[config.mk]
export PLATFORM = sky130hd
export DESIGN_NAME = demapper
export DESIGN_NICKNAME = d
export VERILOG_FILES = /design/src/rtl/demapper.sv
export SDC_FILE = /design/constraint.sdc
export NUM_CORES = 1
export LEC_CHECK = 0
export BUFFER_PORTS_ARGS = -buffer_cell sky130_fd_sc_hd__clkbuf_2
export CAP_MARGIN = 15
export CORE_MARGIN = 1.5
export CORE_UTILIZATION = 48
export DETAILED_ROUTE_END_ITERATION = 8
export GPL_TIMING_DRIVEN = 0
export MAX_ROUTING_LAYER = met4
export PLACE_DENSITY = 0.74
export SETUP_SLACK_MARGIN = 0.15
export SYNTH_ARGS = -nofsm -noshare
export SYNTH_HDL_FRONTEND = slang
export SYNTH_SLANG_ARGS = --single-unit
[constraint.sdc]
create_clock -name clk -period 4 [get_ports clk]
set_clock_uncertainty 0.2 [all_clocks]
set_input_delay 0.6 -clock clk [delete_from_list [all_inputs] [get_ports clk]]
set_output_delay 0.6 -clock clk [all_outputs]
set_load 0.02 [all_outputs]
[src/rtl/demapper.sv]
// ---------------------------------------------------------------------------
// demapper : hard-decision 802.11a constellation demapper (receive path).
//
// Accepts one equalized constellation point per in_valid/in_ready handshake,
// slices I and Q to the nearest legal level for the selected modulation and
// streams the recovered coded bits out serially, x0 first, one per
// out_valid/out_ready handshake. bit_last flags the final bit of a symbol.
//
// Optional feature macro: DEMAPPER_ERRCNT_EN
//   defined   -> off-grid symbol detector, saturating err_cnt and err_clr
//   undefined -> err_cnt port absent, err_clr unused; data path unchanged
//
// Ports:
//   clk        rising-edge clock
//   rst        asynchronous active-high reset
//   in_valid   sym_in/mod valid
//   in_ready   block can accept a symbol this cycle
//   sym_in     [7:4] I, [3:0] Q, each sign-magnitude (bit 3 = negative)
//   mod        0 BPSK, 1 QPSK, 2 16-QAM, 3 64-QAM
//   out_valid  bit_out valid
//   out_ready  downstream accepts bit_out
//   bit_out    recovered bit
//   bit_last   high with the final bit of a symbol
//   err_clr    synchronous clear of err_cnt (wins over an increment)
//   err_cnt    saturating off-grid symbol count (macro only)
// ---------------------------------------------------------------------------
module demapper #(
    parameter int ERR_W = 16
) (
    input  logic             clk,
    input  logic             rst,
    input  logic             in_valid,
    output logic             in_ready,
    input  logic [7:0]       sym_in,
    input  logic [1:0]       mod,
    output logic             out_valid,
    input  logic             out_ready,
    output logic             bit_out,
    output logic             bit_last,
    input  logic             err_clr
`ifdef DEMAPPER_ERRCNT_EN
    ,
    output logic [ERR_W-1:0] err_cnt
`endif
);

    typedef enum logic {S_IDLE = 1'b0, S_SHIFT = 1'b1} state_t;

    state_t      r_state, w_state_nxt;
    logic [5:0]  r_bits;      // remaining bits, current bit at [0]
    logic [2:0]  r_cnt;       // bits left including the one on bit_out
    logic [5:0]  w_bits_in;
    logic [2:0]  w_n;
    logic        w_last, w_accept, w_adv;

    logic        w_si, w_sq;
    logic [2:0]  w_mi, w_mq;
    assign w_si = sym_in[7];
    assign w_mi = sym_in[6:4];
    assign w_sq = sym_in[3];
    assign w_mq = sym_in[2:0];

    // Slicer: Gray-coded level decisions. The sign alone decides x0/x3,
    // so +0 slices positive and -0 negative. Ties resolve to the larger
    // level, which falls out of using only the upper magnitude bits.
    always_comb begin
        w_bits_in = '0;
        w_n       = 3'd1;
        case (mod)
            2'd0: begin
                w_bits_in[0] = ~w_si;
                w_n          = 3'd1;
            end
            2'd1: begin
                w_bits_in[0] = ~w_si;
                w_bits_in[1] = ~w_sq;
                w_n          = 3'd2;
            end
            2'd2: begin
                w_bits_in[0] = ~w_si;
                w_bits_in[1] = ~(w_mi[2] | w_mi[1]);
                w_bits_in[2] = ~w_sq;
                w_bits_in[3] = ~(w_mq[2] | w_mq[1]);
                w_n          = 3'd4;
            end
            default: begin
                w_bits_in[0] = ~w_si;
                w_bits_in[1] = ~w_mi[2];
                w_bits_in[2] = w_mi[2] ^ w_mi[1];
                w_bits_in[3] = ~w_sq;
                w_bits_in[4] = ~w_mq[2];
                w_bits_in[5] = w_mq[2] ^ w_mq[1];
                w_n          = 3'd6;
            end
        endcase
    end

    assign w_last   = (r_cnt == 3'd1);
    assign w_accept = in_valid & in_ready;
    assign w_adv    = out_valid & out_ready;

    // State register
    always_ff @(posedge clk or posedge rst) begin
        if (rst) r_state <= S_IDLE;
        else     r_state <= w_state_nxt;
    end

    // Next-state logic
    always_comb begin
        w_state_nxt = r_state;
        case (r_state)
            S_IDLE:  if (in_valid) w_state_nxt = S_SHIFT;
            S_SHIFT: if (w_last && out_ready && !in_valid) w_state_nxt = S_IDLE;
            default: w_state_nxt = S_IDLE;
        endcase
    end

    // Output logic; the last-bit term in in_ready lets the next symbol
    // load on the same edge the final bit leaves (no bubble).
    always_comb begin
        in_ready  = 1'b0;
        out_valid = 1'b0;
        bit_last  = 1'b0;
        bit_out   = r_bits[0];
        case (r_state)
            S_IDLE:  in_ready = 1'b1;
            S_SHIFT: begin
                out_valid = 1'b1;
                bit_last  = w_last;
                in_ready  = w_last & out_ready;
            end
            default: in_ready = 1'b0;
        endcase
    end

    // Shift register: load wins over advance (both happen on the last bit)
    always_ff @(posedge clk or posedge rst) begin
        if (rst) begin
            r_bits <= '0;
            r_cnt  <= '0;
        end else if (w_accept) begin
            r_bits <= w_bits_in;
            r_cnt  <= w_n;
        end else if (w_adv) begin
            r_bits <= {1'b0, r_bits[5:1]};
            r_cnt  <= r_cnt - 3'd1;
        end
    end

`ifdef DEMAPPER_ERRCNT_EN
    logic             w_offgrid;
    logic [ERR_W-1:0] r_err;

    // Legal magnitudes: BPSK/QPSK 1 (BPSK Q must be zero), 16-QAM 1/3,
    // 64-QAM any odd value.
    always_comb begin
        case (mod)
            2'd0:    w_offgrid = (w_mi != 3'd1) | (w_mq != 3'd0);
            2'd1:    w_offgrid = (w_mi != 3'd1) | (w_mq != 3'd1);
            2'd2:    w_offgrid = ~w_mi[0] | w_mi[2] | ~w_mq[0] | w_mq[2];
            default: w_offgrid = ~w_mi[0] | ~w_mq[0];
        endcase
    end

    always_ff @(posedge clk or posedge rst) begin
        if (rst)
            r_err <= '0;
        else if (err_clr)
            r_err <= '0;
        else if (w_accept && w_offgrid && (r_err != {ERR_W{1'b1}}))
            r_err <= r_err + {{(ERR_W-1){1'b0}}, 1'b1};
    end

    assign err_cnt = r_err;
`else
    logic w_unused_err_clr;
    assign w_unused_err_clr = err_clr;
`endif

endmodule

==> key figures, run 1 <==
Run status
  – Outcome: complete, no violations

Worst setup path
  – Worst Setup Start Kind: register
  – Crit-path cells: inv_1 -> ha_1 -> nand3b_1 -> nand2_1 -> clkbuf_2
  – Crit path buf inv count: 2
  – Slowest-stage cell, CP: dfrtp_1
  – Setup CP Type: register to primary output
  – Worst path max stage delay: roughly 0.36 ns
  – CP Capture Type: primary output
  – CP required: 3.20 ns
  – Crit-path max FO: 5
  – CP top delay family: flip-flops
  – Arrival time at the worst endpoint: approximately 1.4 ns

CTS
  – Post-CTS repair timing setup buffer count: 0
  – CTS root buffer: clkbuf_4
  – CTS resizes: 0
  – Num CTS Buffers: 3
  – Hold-fix buffers, CTS: 0
  – Clock sinks: 10
  – Clk slew on worst S/H paths: 0.07 ns
  – Clock Tree Buf Depth: 2
  – CTS HTree Levels: 1
  – Clk_lat worst skew: 0.27 ns
  – TritonCTS clock tree: yes

Power
  – Peak VDD IR: about 0.00029 V
  – LEAKAGE: slightly below 0.4 nW
  – PwrDens: 598.4 mW/mm²

Logic synthesis
  – Number of flops mapped to enable cells by yosys: 0
  – Post-synth ARST share: 1.000
  – Main synth FF type: dfrtp_1
  – Sequential-to-total area share from yosys stat: 0.3899
  – YS warnings: 0
  – Syn nets: 94
  – Post-Syn Instances: 75
  – Flops & latches, synth: 10
  – Syn avg cell area: roughly 8.6 µm²
  – Synthesized area: between 600 and 700 µm²
  – Netlist cell types: 27

Place
  – GPL Wtd Cong: 0.7469
  – Input/output buffers: 14
  – DP Wirelength: between 1 and 1.5 mm

Floorplanning
  – FP Rows: 12
  – Core Box Area: about 0.0012 mm²
  – Starting Density: 0.5481
  – Die area: 0.001566 mm²
  – Top-Level Pins: 19
  – Die Span Y: 39.57 µm
  – Die width: 39.57 µm

Finish
  – Ant diodes: 0
  – Area Growth Syn to Fin: 19.30%
  – Multi-input logic area: 334.1 µm²
  – Final Util: 0.6538
  – Flip-flop and latch area: 250.2 µm²
  – NumNets Final: 113
  – Share of layout cells above drive strength 1: 0.2151
  – Number of fill cells: approximately 110

Drt
  – Number of routed nets with antenna violations: 0
  – WL/cell: between 10 and 15 µm
  – Routed via count: 634
  – Via density: 5.925
  – Detailed Route Iter0 Violations: 15
  – First-pass detailed-route iteration total: 4
  – Met3 routed WL: 73 µm
  – Routed wl met2: 702 µm
  – DRC viols: 0
  – Total Wirelength: 1.460 mm
  – Top layer in use: met4
  – DRT met1 WL: 644 µm

Job
  – Max Cap Viol: 0

Min path
  – Tightest Hold Check Type: primary input to asynchronous set/reset pin

Timing
  – Worst-margin pin slew: about 0.58 ns
  – Pins Over Slew Limit: 0
  – Minimum clock period: approximately 2.2 ns
  – Relative slew slack: 0.6135
  – F_max: 461.1 MHz
  – RSZ-0062 raised after global routing: false
  – Total negative slack: 0 ns
  – Final hold vios: 0
  – Final period util: 0.5422
  – Final Setup Violations: 0
  – Final hold slack: just under 0.08 ns

GRT
  – Number of global-route vias before repair: 539
  – First-pass GRT wire length: approximately 2.3 mm
  – Pin count of the biggest net entering global routing: 11
  – All-Layer GR Usage: 0.2351
  – Grt total ovfl: 0
  – Initial antenna violation count: 0
state kept, by name, indices dropped and copies added (netlist names):
register	count
r_bits	6
r_cnt	3
r_state	1
final timing paths:
| kind | slack (ns) | endpoint | cells past startpoint | from |
|---|---|---|---|---|
| setup / recovery | 1.83 | in_ready | 5 | r_cnt[1] |
| hold / removal | 0.08 | r_bits[1] | 2 | rst |
| setup reg to reg | 2.08 | r_bits[3] | 7 | r_cnt[1] |
| hold reg to reg | 0.29 | r_bits[0] | 2 | r_bits[0] |
| max in group asynchronous | 3.24 | r_cnt[1] | 2 | rst |
| min in group clk | 0.29 | r_bits[0] | 2 | r_bits[0] |
metrics by stage:
stage | instance area (µm²) | worst slack, ns | power [mW] | cells
floorplan | 641.9 | 2.260 | 0.3077 | 75
global placement | 729.5 | 2.023 | 0.3542 | 103
detailed placement | 729.5 | 1.988 | 0.3592 | 103
CTS | 765.7 | 1.849 | 0.4555 | 107
global route | 765.7 | 1.766 | 0.4869 | 107
finish | 765.7 | 1.831 | 0.4582 | 107
cell families (layout without fill, tap and decap cells):
| logic type | after synthesis | count (layout) | share of synthesized area |
|---|---|---|---|
| buffers and inverters | 13 | 31 | 0.08966 |
| flip-flops | 10 | 10 | 0.3899 |
| adder cells (fa/ha/maj) | 4 | 4 | 0.07798 |
| AO/OA/AOI/OAI | 23 | 23 | 0.2554 |
| AND/OR/NAND/NOR | 25 | 25 | 0.1871 |
Yosys cell counts (2+ instances only):
cell type / instances / area, µm²
nand2_1: 5 / 18.77
nand2b_1: 2 / 12.51
ha_1: 4 / 50.05
a31oi_1: 2 / 12.51
a21oi_1: 4 / 20.02
a221oi_1: 3 / 26.28
nor2_1: 11 / 41.29
a211oi_1: 3 / 22.52
nand3_1: 2 / 10.01
dfrtp_1: 10 / 250.2
inv_1: 10 / 37.54
o21ai_0: 3 / 15.01
and3_1: 2 / 12.51
placed cells by master (no fill, tap or decap), types with 2 or more instances in the layout:
master	instances
nand3_1	2
o21ai_0	3
nand2b_1	2
a31oi_1	2
dfrtp_1	10
clkbuf_4	3
nor2_1	11
a221oi_1	3
a21oi_1	4
a211oi_1	3
ha_1	4
clkbuf_2	15
inv_1	10
and3_1	2
nand2_1	5
layer usage:
layer | GRT usage | up-vias
met4 | 0.1552 | 0
met3 | 0.03409 | 5
li1 | - | 306
met5 | - | -
met1 | 0.2702 | 297
met2 | 0.3770 | 26
area by class of cell:
| type | instances | share of cell area |
|---|---|---|
| Timing Repair Buffer | 14 | 0.09150 |
| Clock buffer | 4 | 0.04739 |
| Inverter | 10 | 0.04902 |
| Buffer | 3 | 0.02614 |
| Sequential cell | 10 | 0.3268 |
| Tap cell | 14 | 0.02288 |
| Multi-Input combinational cell | 52 | 0.4363 |
worst reg2reg max path, delay by kind of cell, from the launching register on:
family                     cells  cell delay [ns]
DFF                            1             0.36
and+or+nand+nor                3             0.42
AOI/OAI and AO/OA              1             0.34
adders and majority gates      1             0.25
buffers and inverters          2             0.24
power breakdown:
part / leakage (nW) / switching [mW] / internal [mW]
Sequential: 0.117 / 0.0234 / 0.142
Clock: 0.0210 / 0.0393 / 0.0554
Combinational: 0.260 / 0.115 / 0.0835
Total: 0.398 / 0.178 / 0.281
(Power assumes the default switching activity.)
==> run 2: changes to the inputs <==
CORE_UTILIZATION = 44   (was 48)
PLACE_DENSITY = 0.71   (was 0.74)
clock period = 1.85 ns   (was 4 ns; I/O delays follow)
==> run 2 against run 1 <==
Sequential cell count unchanged. First-iteration DRC count decreased by 67%. Critical endpoint is now r_cnt[2]. Clock power increased by 59%. Die area increased by 8.4%. Combinational power increased by 140%. Largest cell class unchanged. Critical path depth increased by 1.
==> key figures, run 2 (same netlist as run 1, synthesis figures left out) <==
Drt
  – Routed via count: about 620
  – Detailed Route Iter0 Violations: 5
  – DRC viols: 0
  – Number of routed nets with antenna violations: 0
  – Total Wirelength: 1.415 mm
  – WL/cell: 12.86 µm
  – First-pass detailed-route iteration total: 4
  – Via density: 5.664

Worst setup path
  – RR Startpoint: r_cnt[1]
  – CP required: around 1.8 ns
  – Arrival time at the worst endpoint: 1.62 ns
  – CP Capture Type: register
  – Reg2reg path depth: 6
  – Setup slack, reg-to-reg: 0.18 ns
  – Worst Setup Start Kind: register
  – Setup CP Type: register to register
  – R2R Path End: r_cnt[2]
  – Crit-path max FO: 10

Finish
  – Number of fill cells: 137
  – Share of layout cells above drive strength 1: 0.2842
  – Max FFs per register: 6
  – Largest Register: r_bits
  – Ant diodes: 0
  – Commonest cells after routing, fill and taps aside: 13 x clkbuf_2, 10 x nor2_1, 10 x dfrtp_1
  – Area Growth Syn to Fin: 27.49%
  – Regs by FF count: r_bits (6), r_cnt (3), r_state (1)
  – Commonest non-fill, non-tap cell in the layout: clkbuf_2
  – NumNets Final: approximately 120

Power
  – Logic gate share of total power: 0.483
  – Peak VDD IR: 0.0004234 V
  – LEAKAGE: slightly above 0.4 nW
  – Sequential power share: 0.366
  – PwrDens: 1217 mW/mm²
  – Cell internal pwr: 0.6089 mW
  – Psw: between 0.3 and 0.4 mW
  – Clock Power Share: 0.152
  – Net Sw Frac: 0.3886

GRT
  – Grt total ovfl: 0
  – Pin count of the biggest net entering global routing: 11
  – Number of global-route vias before repair: 510
  – All-Layer GR Usage: 0.1892
  – First-pass GRT wire length: 2.076 mm
  – Initial antenna violation count: 0

Floorplanning
  – Starting Density: 0.4812
  – FP Rows: 13
  – Top-Level Pins: 19
  – Die width: between 40 and 50 µm
  – Die area: roughly 0.0017 mm²
  – Core Box Area: between 0.001 and 0.0015 mm²
  – Die Span Y: 41.20 µm

Timing
  – Minimum clock period: 1.672 ns
  – Final hold vios: 0
  – F_max: ~600 MHz
  – Final Setup Violations: 0
  – Total negative slack: 0 ns
  – Pins Over Slew Limit: 0
  – Relative slew slack: 0.7137
  – RSZ-0062 raised after global routing: true
  – Worst-margin pin slew: between 0.4 and 0.5 ns
  – Final hold slack: 0.03634 ns
  – Final period util: 0.9037

CTS
  – CTS root buffer: clkbuf_4
  – Clock Tree Buf Depth: 2
  – TritonCTS clock tree: yes
  – Clk_lat worst skew: 0.26 ns
  – Clk slew on worst S/H paths: 0.07 ns
  – Clock sinks: 10
  – CTS HTree Levels: 1
  – Num CTS Buffers: 3

Place
  – DP Wirelength: roughly 1.0 mm
  – GPL Wtd Cong: 0.7516
  – Input/output buffers: 14

Run status
  – Outcome: complete, no violations

Min path
  – Min-Delay Startpoint: sym_in[7]
  – Worst Hold End: r_bits[0]
  – Tightest Hold Check Type: primary input to register
  – Hold Path Stages: 2

Job
  – Max Cap Viol: 0
## run 2: cell types whose count changed in the layout (fill, tap and decap cells not counted), sizes merged
cell and delta:
clkbuf -2, dlygate4sd3 +1, buf +3
## run 2: cell type report
cell class / instances / area (µm²) / share of cell area
well taps: 15 / 18.77 / 0.02294
flip-flops and latches: 10 / 250.2 / 0.3058
inverters: 10 / 37.54 / 0.04587
plain buffers: 3 / 22.52 / 0.02752
multi-input cells: 52 / 365.4 / 0.4465
clock buffers: 3 / 22.52 / 0.02752
repair buffers: 17 / 101.3 / 0.1239
## run 2: metal layers
layer | vias up | wire, µm | global-route usage | part of all wire
li1 | 311 | - | - | -
met1 | 286 | 673 | 0.2475 | 0.48
met2 | 24 | 656 | 0.3008 | 0.46
met3 | 2 | 71 | 0.01630 | 0.050
met4 | 0 | 14 | 0.07258 | 0.0099
met5 | - | 0 | - | 0
## run 2: worst max-delay path, cell delays in order (launching register included)
cell and delay [ns]:
dfrtp_1 0.38, inv_2 0.08, ha_4 0.15, and4b_1 0.23
nor2_2 0.06, buf_6 0.14, o32a_1 0.33
## run 2: what timing repair did
item / CTS / global route
hold endpoints to repair: 10 / 0
hold buffers: 1 / 0
endpoints found under the setup margin: 8 / 7
gates resized for setup: 7 / 5
setup buffers: 1 / 1
pin swaps: 0 / 6
## run 2: worst max path at each step
stage / from / endpoint / slack [ns]
detailed placement: r_cnt[1] / r_bits[3] / 0.02
global placement: r_cnt[1] / r_bits[2] / 0.06
finish: r_cnt[1] / r_cnt[2] / 0.18
global route: r_cnt[1] / in_ready / 0.13
CTS: r_cnt[1] / in_ready / 0.15
floorplan: r_cnt[1] / r_bits[2] / 0.19
## run 2: metrics by stage
| step | std cells | setup slack [ns] | area, µm² | power [mW] | utilization |
|---|---|---|---|---|---|
| finish | 110 | 0.1781 | 818.3 | 0.9959 | 0.6135 |
| global route | 110 | 0.1269 | 818.3 | 1.075 | 0.6135 |
| CTS | 109 | 0.1502 | 802.0 | 0.9749 | 0.6013 |
| detailed placement | 104 | 0.01539 | 730.7 | 0.7765 | 0.5478 |
| global placement | 104 | 0.05675 | 730.7 | 0.7626 | 0.5478 |
| floorplan | 75 | 0.1899 | 641.9 | 0.6654 | - |
## run 2: power by group through the flow
stage               combinational, mW  sequential, mW  clock, mW
floorplan                       0.301           0.365          0
global placement                0.409           0.354          0
detailed placement              0.418           0.358          0
CTS                             0.455           0.365      0.155
global route                    0.534           0.374      0.167
finish                          0.481           0.364      0.151
==> run 3: changes to the inputs <==
PLACE_DENSITY = 0.72   (was 0.71)
SLEW_MARGIN = 10   (was default)
==> run 3 against run 2 <==
Clock power rose by 40%. Maximum frequency down 1.4%. Die area is the same. Critical path depth is 1 lower. Sequential cell count did not move. Count of clock-buffer cells in the layout is 1 higher. Critical endpoint is now in_ready. Largest cell class unchanged. Total power is 15% higher. Cell count is 4.5% higher. Combinational power rose by 16%. Setup slack worse by 0.023 ns. Global-route usage rose by 4.0 points. Register-to-register slack got worse by 0.02 ns.
==> key figures, run 3 (same netlist as run 1, synthesis figures left out) <==
Run status
  – Outcome: complete, no violations

Power
  – PwrDens: ~1300 mW/mm²
  – Net Sw Frac: 0.3841
  – Peak VDD IR: between 0.0005 and 0.0006 V
  – Cell internal pwr: 0.7049 mW
  – Design Power: 1.145 mW
  – Logic gate share of total power: 0.490
  – Sequential power share: 0.325
  – LEAKAGE: approximately 0.44 nW
  – Clock Power Share: 0.185
  – Psw: 0.4396 mW

Timing
  – Minimum clock period: 1.695 ns
  – Final Setup Violations: 0
  – RSZ-0062 raised after global routing: true
  – Relative slew slack: 0.6473
  – Final hold vios: 0
  – Final hold slack: around 0.022 ns
  – Pins Over Slew Limit: 0
  – Worst-margin pin slew: 0.5291 ns
  – Final period util: 0.9162
  – Total negative slack: 0 ns
  – F_max: 590.0 MHz
  – Final worst setup slack: 0.1550 ns

Worst setup path
  – RR Startpoint: r_cnt[1]
  – CP required: approximately 1.4 ns
  – Worst Setup Start Kind: register
  – Reg2reg path depth: 7
  – Crit-path max FO: 4
  – Crit-path cells: inv_2 -> ha_4 -> nand3b_1 -> nand2_1 -> clkbuf_8
  – Arrival time at the worst endpoint: approximately 1.2 ns
  – CP Capture Type: primary output
  – Setup slack, reg-to-reg: 0.15 ns
  – Slowest-stage cell, CP: dfrtp_1
  – Setup CP Type: register to primary output
  – Worst path max stage delay: 0.38 ns
  – R2R Path End: r_bits[3]

GRT
  – All-Layer GR Usage: 0.2292
  – Pin count of the biggest net entering global routing: 11
  – Initial antenna violation count: 0
  – Number of global-route vias before repair: 568
  – Grt total ovfl: 0
  – First-pass GRT wire length: 2.421 mm

Floorplanning
  – Core Box Area: 0.001334 mm²
  – Starting Density: 0.4812
  – Top-Level Pins: 19
  – Die Span Y: slightly above 40 µm
  – FP Rows: 13
  – Die area: 0.001697 mm²
  – Die width: 41.20 µm

CTS
  – CTS HTree Levels: 1
  – Clock Tree Buf Depth: 2
  – CTS root buffer: clkbuf_4
  – TritonCTS clock tree: yes
  – Clock sinks: 10
  – Clk_lat worst skew: 0.28 ns
  – Clk slew on worst S/H paths: 0.08 ns
  – Num CTS Buffers: 3

Place
  – DP Wirelength: 1.052 mm
  – Placed cell areas: 730.7 µm²
  – Pre-CTS setup slack: 0.02042 ns
  – Input/output buffers: 14
  – GPL Wtd Cong: 0.7900

Drt
  – WL/cell: 14.03 µm
  – First-pass detailed-route iteration total: 4
  – DRC viols: 0
  – Number of routed nets with antenna violations: 0
  – Routed via count: 661
  – Detailed Route Iter0 Violations: 6
  – Via density: 5.748
  – Total Wirelength: 1.614 mm

Finish
  – Regs by FF count: r_bits (6), r_cnt (3), r_state (1)
  – Largest Register: r_bits
  – Area Growth Syn to Fin: 38.79%
  – Max FFs per register: 6
  – NumNets Final: between 100 and 150
  – Share of layout cells above drive strength 1: 0.3400
  – Commonest non-fill, non-tap cell in the layout: clkbuf_2
  – Final Cell Area: 890.9 µm²
  – Ant diodes: 0
  – Commonest cells after routing, fill and taps aside: 12 x clkbuf_2, 10 x nor2_1, 10 x dfrtp_1

Min path
  – Worst Hold End: r_bits[0]
  – Tightest Hold Check Type: primary input to register
  – Hold Path Stages: 2
  – Min-Delay Startpoint: sym_in[7]

Job
  – Max Cap Viol: 0
-- run 3: changes by cell type in the layout (fill, tap and decap cells not counted), sizes merged --
cell	previous run	this run
buf	4	9
-- run 3: layout make-up --
type	instances	area, µm²
Fill cell	124	442.9
Multi-Input combinational cell	52	387.9
Sequential cell	10	250.2
Timing Repair Buffer	21	133.9
Inverter	10	37.54
Clock buffer	4	36.28
Buffer	3	26.28
Tap cell	15	18.77
-- run 3: power groups by stage --
| stage | Combinational [mW] | Clock, mW | Sequential [mW] |
|---|---|---|---|
| 6_report | 0.560 | 0.212 | 0.372 |
| 5_1_grt | 0.620 | 0.225 | 0.384 |
| 4_1_cts | 0.494 | 0.214 | 0.366 |
| 3_5_place_dp | 0.419 | 0 | 0.358 |
| 3_3_place_gp | 0.407 | 0 | 0.355 |
| 2_1_floorplan | 0.301 | 0 | 0.365 |
-- run 3: critical path: cells and delay by family, from the launching register on --
family | cells | cell delay, ns
and+or+nand+nor | 2 | 0.20
buffers and inverters | 2 | 0.23
DFF | 1 | 0.38
adders and majority gates | 1 | 0.13
-- run 3: metrics by stage --
stage,util,instances
final,0.6679,115
after global routing,0.6679,115
after CTS,0.6295,112
after detailed placement,0.5478,104
after global placement,0.5478,104
after floorplan,-,75
-- run 3: worst max path at each step --
stage,start,end,slack [ns],cells after the start
final,r_cnt[1],in_ready,0.15,5
after global routing,r_cnt[0],r_bits[4],0.08,7
after CTS,r_cnt[1],r_bits[3],0.15,7
after detailed placement,r_cnt[1],r_bits[3],0.02,7
after global placement,r_cnt[1],r_bits[3],0.05,7
after floorplan,r_cnt[1],r_bits[2],0.19,7
-- run 3: layer usage --
metal | vias to the layer above | track usage | routed length, µm
met5 | - | - | 0
met4 | 0 | 0.09677 | 31
met3 | 5 | 0.04891 | 61
met2 | 19 | 0.3672 | 753
met1 | 319 | 0.2767 | 767
li1 | 318 | - | -
-- run 3: timing repair --
item                                    4_1_cts  5_1_grt
setup buffers                                 3        2
endpoints found under the hold margin        10        0
endpoints found under the setup margin        9        8
pin swaps                                     0        6
resized for setup                             8        8
hold buffers                                  1        0
gates cloned                                  0        1
